<file path="src/rtl/mdu_div_pkg.sv">
// Shared types and constants for the iterative MDU divider.
package mdu_div_pkg;

  typedef enum logic [1:0] {
    IDLE = 2'd0,
    CALC = 2'd1,
    DONE = 2'd2
  } div_state_t;

  localparam int DIV_W = 32;
  localparam int DIV_CNT_W = $clog2(DIV_W + 1);
  localparam logic [DIV_W-1:0] DIV_DZ_QUO = '1;

endpackage

</file>
<file path="src/rtl/mdu_div_step.sv">
// One radix-2 restoring step: shift in a dividend bit, trial-subtract, keep or restore.
module mdu_div_step #(
  parameter int WIDTH = 32
) (
  input  logic [WIDTH:0]   rem_in,
  input  logic [WIDTH-1:0] divisor,
  input  logic             bit_in,
  output logic [WIDTH:0]   rem_out,
  output logic             q_bit
);

  logic [WIDTH:0] shifted;

  always_comb begin
    shifted = {rem_in[WIDTH-1:0], bit_in};
    // A set top bit means the true shifted value exceeds any divisor.
    q_bit   = rem_in[WIDTH] || (shifted >= {1'b0, divisor});
    rem_out = q_bit ? (shifted - {1'b0, divisor}) : shifted;
  end

endmodule

</file>
<file path="src/rtl/mdu_iter_div.sv">
// Iterative restoring divider with the divider stream responder interface.
module mdu_iter_div
  import mdu_div_pkg::*;
#(
  parameter int SIGNED = 1,
  parameter int WIDTH  = DIV_W
) (
  input  logic               clk,
  input  logic               rst,
  input  logic [WIDTH-1:0]   s_axis_dividend_tdata,
  input  logic               s_axis_dividend_tvalid,
  output logic               s_axis_dividend_tready,
  input  logic [WIDTH-1:0]   s_axis_divisor_tdata,
  input  logic               s_axis_divisor_tvalid,
  output logic               s_axis_divisor_tready,
  output logic [2*WIDTH-1:0] m_axis_dout_tdata,
  output logic               m_axis_dout_tvalid
);

  localparam int CNT_W = $clog2(WIDTH + 1);

  div_state_t       state;
  logic [CNT_W-1:0] cnt;
  logic [WIDTH:0]   rem;
  logic [WIDTH:0]   step_rem;
  logic             step_q;
  logic [WIDTH-1:0] quo;
  logic [WIDTH-1:0] dvs;
  logic [WIDTH-1:0] raw_dvd;
  logic             q_neg;
  logic             r_neg;
  logic             dz;
  logic             accept;
  logic             dvd_neg;
  logic             dvs_neg;
  logic [WIDTH-1:0] dvd_abs;
  logic [WIDTH-1:0] dvs_abs;
  logic [WIDTH-1:0] q_out;
  logic [WIDTH-1:0] r_out;

  assign s_axis_dividend_tready = (state == IDLE) && !rst;
  assign s_axis_divisor_tready  = s_axis_dividend_tready;
  assign accept = (state == IDLE) && s_axis_dividend_tvalid && s_axis_divisor_tvalid;

  // Unsigned magnitudes; -2^(W-1) maps to 2^(W-1), which is exact as unsigned.
  always_comb begin
    dvd_neg = (SIGNED != 0) && s_axis_dividend_tdata[WIDTH-1];
    dvs_neg = (SIGNED != 0) && s_axis_divisor_tdata[WIDTH-1];
    dvd_abs = dvd_neg ? ('0 - s_axis_dividend_tdata) : s_axis_dividend_tdata;
    dvs_abs = dvs_neg ? ('0 - s_axis_divisor_tdata) : s_axis_divisor_tdata;
  end

  always_comb begin
    q_out = q_neg ? ('0 - quo) : quo;
    r_out = r_neg ? ('0 - rem[WIDTH-1:0]) : rem[WIDTH-1:0];
  end

  mdu_div_step #(.WIDTH(WIDTH)) u_step (
    .rem_in  (rem),
    .divisor (dvs),
    .bit_in  (quo[WIDTH-1]),
    .rem_out (step_rem),
    .q_bit   (step_q)
  );

  // quo starts as the dividend magnitude and shifts quotient bits in from the right.
  always_ff @(posedge clk) begin
    if (rst) begin
      state              <= IDLE;
      cnt                <= '0;
      rem                <= '0;
      quo                <= '0;
      dvs                <= '0;
      raw_dvd            <= '0;
      q_neg              <= 1'b0;
      r_neg              <= 1'b0;
      dz                 <= 1'b0;
      m_axis_dout_tvalid <= 1'b0;
      m_axis_dout_tdata  <= '0;
    end else begin
      m_axis_dout_tvalid <= 1'b0;
      case (state)
        IDLE: begin
          if (accept) begin
            rem     <= '0;
            quo     <= dvd_abs;
            dvs     <= dvs_abs;
            raw_dvd <= s_axis_dividend_tdata;
            q_neg   <= dvd_neg ^ dvs_neg;
            r_neg   <= dvd_neg;
            dz      <= (s_axis_divisor_tdata == '0);
            cnt     <= CNT_W'(WIDTH);
            state   <= CALC;
          end
        end
        CALC: begin
          rem <= step_rem;
          quo <= {quo[WIDTH-2:0], step_q};
          cnt <= cnt - CNT_W'(1);
          if (cnt == CNT_W'(1)) begin
            state <= DONE;
          end
        end
        DONE: begin
          m_axis_dout_tvalid <= 1'b1;
          // Divide by zero reports the raw dividend, bypassing sign correction.
          if (dz) begin
            m_axis_dout_tdata <= {{WIDTH{1'b1}}, raw_dvd};
          end else begin
            m_axis_dout_tdata <= {q_out, r_out};
          end
          state <= IDLE;
        end
        default: state <= IDLE;
      endcase
    end
  end

endmodule

</file>
<file path="config.mk">
export PLATFORM = sky130hd
export DESIGN_NAME = mdu_iter_div
export DESIGN_NICKNAME = d
export VERILOG_FILES = /design/src/rtl/mdu_div_pkg.sv /design/src/rtl/mdu_div_step.sv /design/src/rtl/mdu_iter_div.sv
export SDC_FILE = /design/constraint.sdc
export NUM_CORES = 1
export LEC_CHECK = 0
export ABC_AREA = 0
export BUFFER_PORTS_ARGS = -buffer_cell sky130_fd_sc_hd__buf_2
export CORE_MARGIN = 4
export CORE_UTILIZATION = 60
export CTS_CLUSTER_SIZE = 14
export DETAILED_ROUTE_END_ITERATION = 10
export GPL_ROUTABILITY_DRIVEN = 1
export GPL_TIMING_DRIVEN = 1
export PLACE_DENSITY = 0.89
export REMOVE_ABC_BUFFERS = 1
export SYNTH_ARGS = -nofsm -noshare
export SYNTH_HDL_FRONTEND = slang
export SYNTH_HIERARCHICAL = 1
export SYNTH_SLANG_ARGS = --single-unit
</file>
<file path="constraint.sdc">
create_clock -name clk -period 3.5 [get_ports clk]
set_clock_uncertainty 0.2 [all_clocks]
set_input_delay 0.7 -clock clk [delete_from_list [all_inputs] [get_ports clk]]
set_output_delay 0.7 -clock clk [all_outputs]
set_load 0.05 [all_outputs]
</file>
# Yosys cells after proc, flatten, opt, wreduce, memory -nomap -nowiden
# Index checks and enable logic that the tools add are counted.
dict set report word_totals {
  ff_bits 205
  inputBits 68
  out_inout_bits 67
  word_cells 51
}
dict set report op_classes {
  addsub 6
  order_cmp 1
  n_eq_ne 5
  mux 16
  n_bitwise 1
  reduce_logical 11
}
# cell count
set op_table {}
lappend op_table {{$mux 32} 5}
lappend op_table {{$sub 1x32->32 const A} 4}
lappend op_table {{$mux 33} 2}
lappend op_table {{$pmux 33 s2} 1}
lappend op_table {{$mux 64} 1}
lappend op_table {{$pmux 32 s2} 1}
lappend op_table {{$ge 33x32->1} 1}
lappend op_table {{$sub 33x32->33} 1}
lappend op_table {{$logic_not 32->1} 1}
lappend op_table {{$pmux 6 s2} 1}
lappend op_table {{$eq 6x1->1 const B} 1}
lappend op_table {{$mux 6} 1}
lappend op_table {{$reduce_and 2->1} 3}
lappend op_table {{$sub 6x1->6 const B} 1}
lappend op_table {{$mux 2} 2}
lappend op_table {{$ne 2x2->1 const B} 2}
lappend op_table {{$pmux 2 s2} 1}
lappend op_table {{$logic_and 1x1->1} 3}
lappend op_table {{$eq 2x1->1 const B} 1}
lappend op_table {{$eq 2x2->1 const B} 1}
lappend op_table {{$logic_not 2->1} 1}
lappend op_table {{$reduce_bool 2->1} 1}
lappend op_table {{$logic_not 1->1} 1}
lappend op_table {{$logic_or 1x1->1} 1}
lappend op_table {{2 further kinds} 2}

# Longest topological paths before layout
dict set report logic_depth {
  depth_word 5
  mapped_depth 15
  mapped_depth_nobuf 13
}

# By module
# The synthesis kept the hierarchy.
# module n_inst cells_each area_each_um2 seq_area_each_um2
set modules_own_cells {}
lappend modules_own_cells {mdu_iter_div 1 1263 10402.5 4083.9}
lappend modules_own_cells {mdu_div_step 1 341 2258.4 0.0}

# Worst setup path before layout
# OpenSTA, ideal clock, no wires.
dict set report synth_timing {
  kind {input-to-output}
  startpoint {input port rst}
  endpoint {output port s_axis_divisor_tready}
  t_arrival_ns 2.907
  required_time_ns 2.600
  setup_slack_ns -0.307
  cell_stages 6
  path_buffers 5
  cell_sequence {clkbuf_1 > clkbuf_1 > clkbuf_1 > clkbuf_1 > nor3_1 > buf_4}
}
dict set report synth_via {
  elab_chain_len 2
}
# element line_no
set synth_lines {}
lappend synth_lines {{start: declaration} mdu_iter_div.sv:9} ;# input logic rst,
lappend synth_lines {{$logic_not 1->1} mdu_iter_div.sv:41} ;# assign s_axis_dividend_tready = (state == IDLE) && !rst;
lappend synth_lines {{$logic_and 1x1->1} mdu_iter_div.sv:41}
lappend synth_lines {{end: declaration} mdu_iter_div.sv:15} ;# output logic s_axis_divisor_tready,
# Every way passes these cells.

# Worst setup path in the final report
dict set report layout_timing {
  startpoint {register quo[31]}
  endpoint {register rem[30]}
}
dict set report layout_via {
  elab_chain_len 4
  word_cells_on_any_way 5
  cone_classes {add/sub: 1; order compare: 1; mux: 2; reduce/logical: 1}
}
# element line_no
set layout_lines {}
lappend layout_lines {{start: declaration} mdu_iter_div.sv:27} ;# logic [WIDTH-1:0] quo;
lappend layout_lines {{start signal: assignment} mdu_iter_div.sv:86} ;# quo <= dvd_abs;
lappend layout_lines {{start signal: assignment} mdu_iter_div.sv:98} ;# quo <= {quo[WIDTH-2:0], step_q};
lappend layout_lines {{$ge 33x32->1} mdu_div_step.sv:17} ;# q_bit = rem_in[WIDTH] || (shifted >= {1'b0, divisor});
lappend layout_lines {{$logic_or 1x1->1} mdu_div_step.sv:17}
lappend layout_lines {{$mux 33 (*)} mdu_div_step.sv:18} ;# rem_out = q_bit ? (shifted - {1'b0, divisor}) : shifted;
lappend layout_lines {{via step_rem[30]} mdu_iter_div.sv:25} ;# logic [WIDTH:0] step_rem;
lappend layout_lines {{$pmux 33 s2 (*)} mdu_iter_div.sv:82} ;# case (state)
lappend layout_lines {{end signal: assignment} mdu_iter_div.sv:97} ;# rem <= step_rem;
lappend layout_lines {{end: declaration} mdu_iter_div.sv:24} ;# logic [WIDTH:0] rem;
# The timed path passes the listed nets; every way through them passes the cells marked *.
# A chain may end at the register's enable or synchronous reset.

==> results.json <==
{
  "ys_types": 83,
  "grt_pass1_wl_um": 58300,
  "hp-start": "m_axis_dout_tdata[31]",
  "synth_seq_cells": 204,
  "cts_made_buffers": 22,
  "worstRegToRegCells": 13,
  "dp_slack_ps": 160,
  "grt_start_max_net_pins": 104,
  "hold_path_class": "flip-flop to flip-flop",
  "path_clk_slew_ps": 60,
  "status": "finished, final reports clean",
  "worstPathArrival_ps": 3590,
  "p_sw_mw": 5.00,
  "p_clk_frac": 0.185,
  "tightest_slew_ps": 1050,
  "grt_pass1_vias": 11800,
  "hold_viol_final": 0,
  "wirelength_um": 36000,
  "worst_slack_ps": 119,
  "grt_use_total": 0.290,
  "dieHeight_um": 153,
  "drt_iter0_drc": 1121,
  "critical_path_depth": 13,
  "syn_inst": 1604,
  "die_area_um2": 23500,
  "h-tree-depth": 1,
  "clkSinkCount": 204,
  "crit_path_end": "rem[30]",
  "hpwlAfterDp_um": 26100,
  "crit_top_cell": "a21oi_1",
  "grt-ovfl-total": 0,
  "setup_violations": 0,
  "r2r-end": "rem[30]",
  "critPathCaptureType": "flip-flop",
  "pwr-share-seq": 0.235,
  "cts-resized-gates": 0,
  "synth_edf_count": 0,
  "postCtsHoldBufs": 0,
  "drtAntennaViolNets": 0,
  "syn_to_final_growth_pct": 13.8,
  "yosys_warnings": 6,
  "worstPathMaxFanout": 5,
  "cp_slowest_cell": "o31a_2",
  "fp.coreArea_um2": 20500,
  "synth_seq_area_share": 0.323,
  "firstDrtPassIters": 5,
  "worstReg2RegStart": "quo[31]",
  "post_cts_buffers": 0,
  "ys_async_sr_fraction": 0,
  "rows": 52,
  "cts_root_buffer": "clkbuf_16",
  "ff2ff_setup_slack_ps": 120,
  "fin_crit_ps": 3380,
  "powerDensity_nw_per_um2": 810,
  "vias": 12700,
  "power.total_mw": 11.7,
  "design_area_um2": 14400,
  "viasPerCell": 6.35,
  "numPortBuffers": 134,
  "path_cells": "inv_1, ha_1, fa_1, nand2b_1, a21oi_1, nor4_1, o31a_2, a31oi_4, a31o_4, a21oi_1, nand4b_1, a32o_1, a22o_1",
  "cp_top_family": "compound AO/OA/AOI/OAI gates",
  "die_x_um": 153,
  "fin_nets": 1818,
  "initial_core_util": 0.618,
  "cts_tree": "yes",
  "intPower_mw": 6.68,
  "p_sw_frac": 0.428,
  "pwr-share-comb": 0.581,
  "fin_crit_sh": 0.966,
  "gp_congestion": 0.957,
  "syn_area_per_cell_um2": 7.89,
  "p_leak_nw": 5.95,
  "required_ps": 3710,
  "max_clock_freq_mhz": 296,
  "max_cap_violations": 0,
  "synthesis.area_um2": 12700,
  "slowest_delay_ps": 410,
  "clk_latency_ps": 520,
  "drive_above_1_share": 0.160,
  "worstSetupStartpoint": "quo[31]",
  "wl_per_cell_um": 18.1,
  "placed_area_um2": 13800,
  "rsz0062_at_grt": "false",
  "drv_slew": 0,
  "cts_buffer_depth": 3,
  "slew_headroom": 0.297,
  "vdd_drop_max_mv": 0.560,
  "critical_path_class": "flip-flop to flip-flop",
  "synth_ff_type": "dfxtp_1",
  "drc": 0,
  "start_kind": "flip-flop",
  "io_pins": 135,
  "fillCellCount": 1657,
  "crit_buf_inv": 1,
  "antenna_found_initial": 0
}
[power groups by stage]
stage | clock network (mW) | registers, mW | logic [mW]
floorplan | 0 | 2.91 | 6.59
global placement | 0 | 2.77 | 6.43
detailed placement | 0 | 2.78 | 6.60
CTS | 2.18 | 2.73 | 6.68
global route | 2.28 | 2.76 | 7.42
finish | 2.15 | 2.74 | 6.78
[worst min-delay path by stage]
stage | cells past startpoint | to
after floorplan | 2 | dvs[15]
after global placement | 2 | dvs[24]
after detailed placement | 2 | m_axis_dout_tdata[31]
after CTS | 3 | raw_dvd[20]
after global routing | 3 | raw_dvd[19]
final | 2 | m_axis_dout_tdata[31]
[worst register-to-register path, stage by stage, from the launching register on]
cell,delay [ps]
dfxtp_1,330
inv_1,50
ha_1,210
fa_1,400
nand2b_1,170
a21oi_1,190
nor4_1,90
o31a_2,410
a31oi_4,280
a31o_4,210
a21oi_1,90
nand4b_1,190
a32o_1,250
a22o_1,200
[cell usage after synthesis (all sizes together), types with 33 or more instances]
cell    count  area (µm²)
nand3      38         190
a22o       40         350
dfxtp     204        4080
nor2      108         405
o21ai      92         468
inv        57         214
xnor2      35         307
xor2       81         709
nor3       33         165
clkbuf     93         349
nand2     159         599
a21oi     167         836
ha         38         475
[registers in the layout (all words and copies together) (netlist names)]
| register | count |
|---|---|
| cnt | 6 |
| dvs | 32 |
| dz | 1 |
| m_axis_dout_tdata | 64 |
| m_axis_dout_tvalid | 1 |
| q_neg | 1 |
| quo | 32 |
| raw_dvd | 32 |
| rem | 33 |
| state | 2 |
[metrics by stage]
stage	util	hold slack, ps	std cells	TNS (ps)
detailed placement	0.671	245	1957	0
global route	0.703	263	1994	0
global placement	0.671	235	1957	0
floorplan	-	225	1489	-871060
CTS	0.703	246	1994	0
finish	0.703	248	1995	0
[final cells by class]
cell class	count	area [µm²]	area share
antenna	1	2.50	0.000174
multi-input combinational	1227	7940	0.551
clock inverter	5	36.3	0.00252
clock buffer	32	608	0.0422
sequential	204	4080	0.283
inverter	58	218	0.0151
timing repair buffer	198	1180	0.0818
tap	270	338	0.0234
[per-layer routing]
metal / track usage / routed length [µm] / up-vias
li1: - / - / 6119
met1: 0.377 / 15100 / 5852
met2: 0.478 / 16600 / 577
met3: 0.0351 / 2660 / 120
met4: 0.142 / 1680 / 0
met5: 0 / 0 / -
[layout by cell type, fill, tap and decap left out, types with 14 or more instances in the layout]
cell         n
o211ai_1    14
a22o_1      40
xor2_1      81
a31oi_1     18
inv_1       56
nor2_1     106
o31ai_1     28
o22ai_1     21
dfxtp_1    204
o41ai_1     29
nand2_1    158
or4_1       19
ha_1        38
a211oi_1    17
nor3_1      32
nand3_1     38
and3_1      22
or3_1       30
buf_4       63
buf_2      133
nand2b_1    17
clkbuf_16   22
a21o_1      19
xnor2_1     35
a21oi_1    167
nor4_1      26
o21ai_0     85
[cells by family after synthesis]
| kind of cell | after synthesis | share of synthesized area |
|---|---|---|
| AO/OA/AOI/OAI | 532 | 0.278 |
| XOR/XNOR | 116 | 0.0802 |
| adder cells (fa/ha/maj) | 39 | 0.0391 |
| buffers and inverters | 173 | 0.0547 |
| flip-flops | 204 | 0.323 |
| multiplexers | 22 | 0.0183 |
| AND/OR/NAND/NOR | 518 | 0.207 |
(Power assumes the default switching activity.)
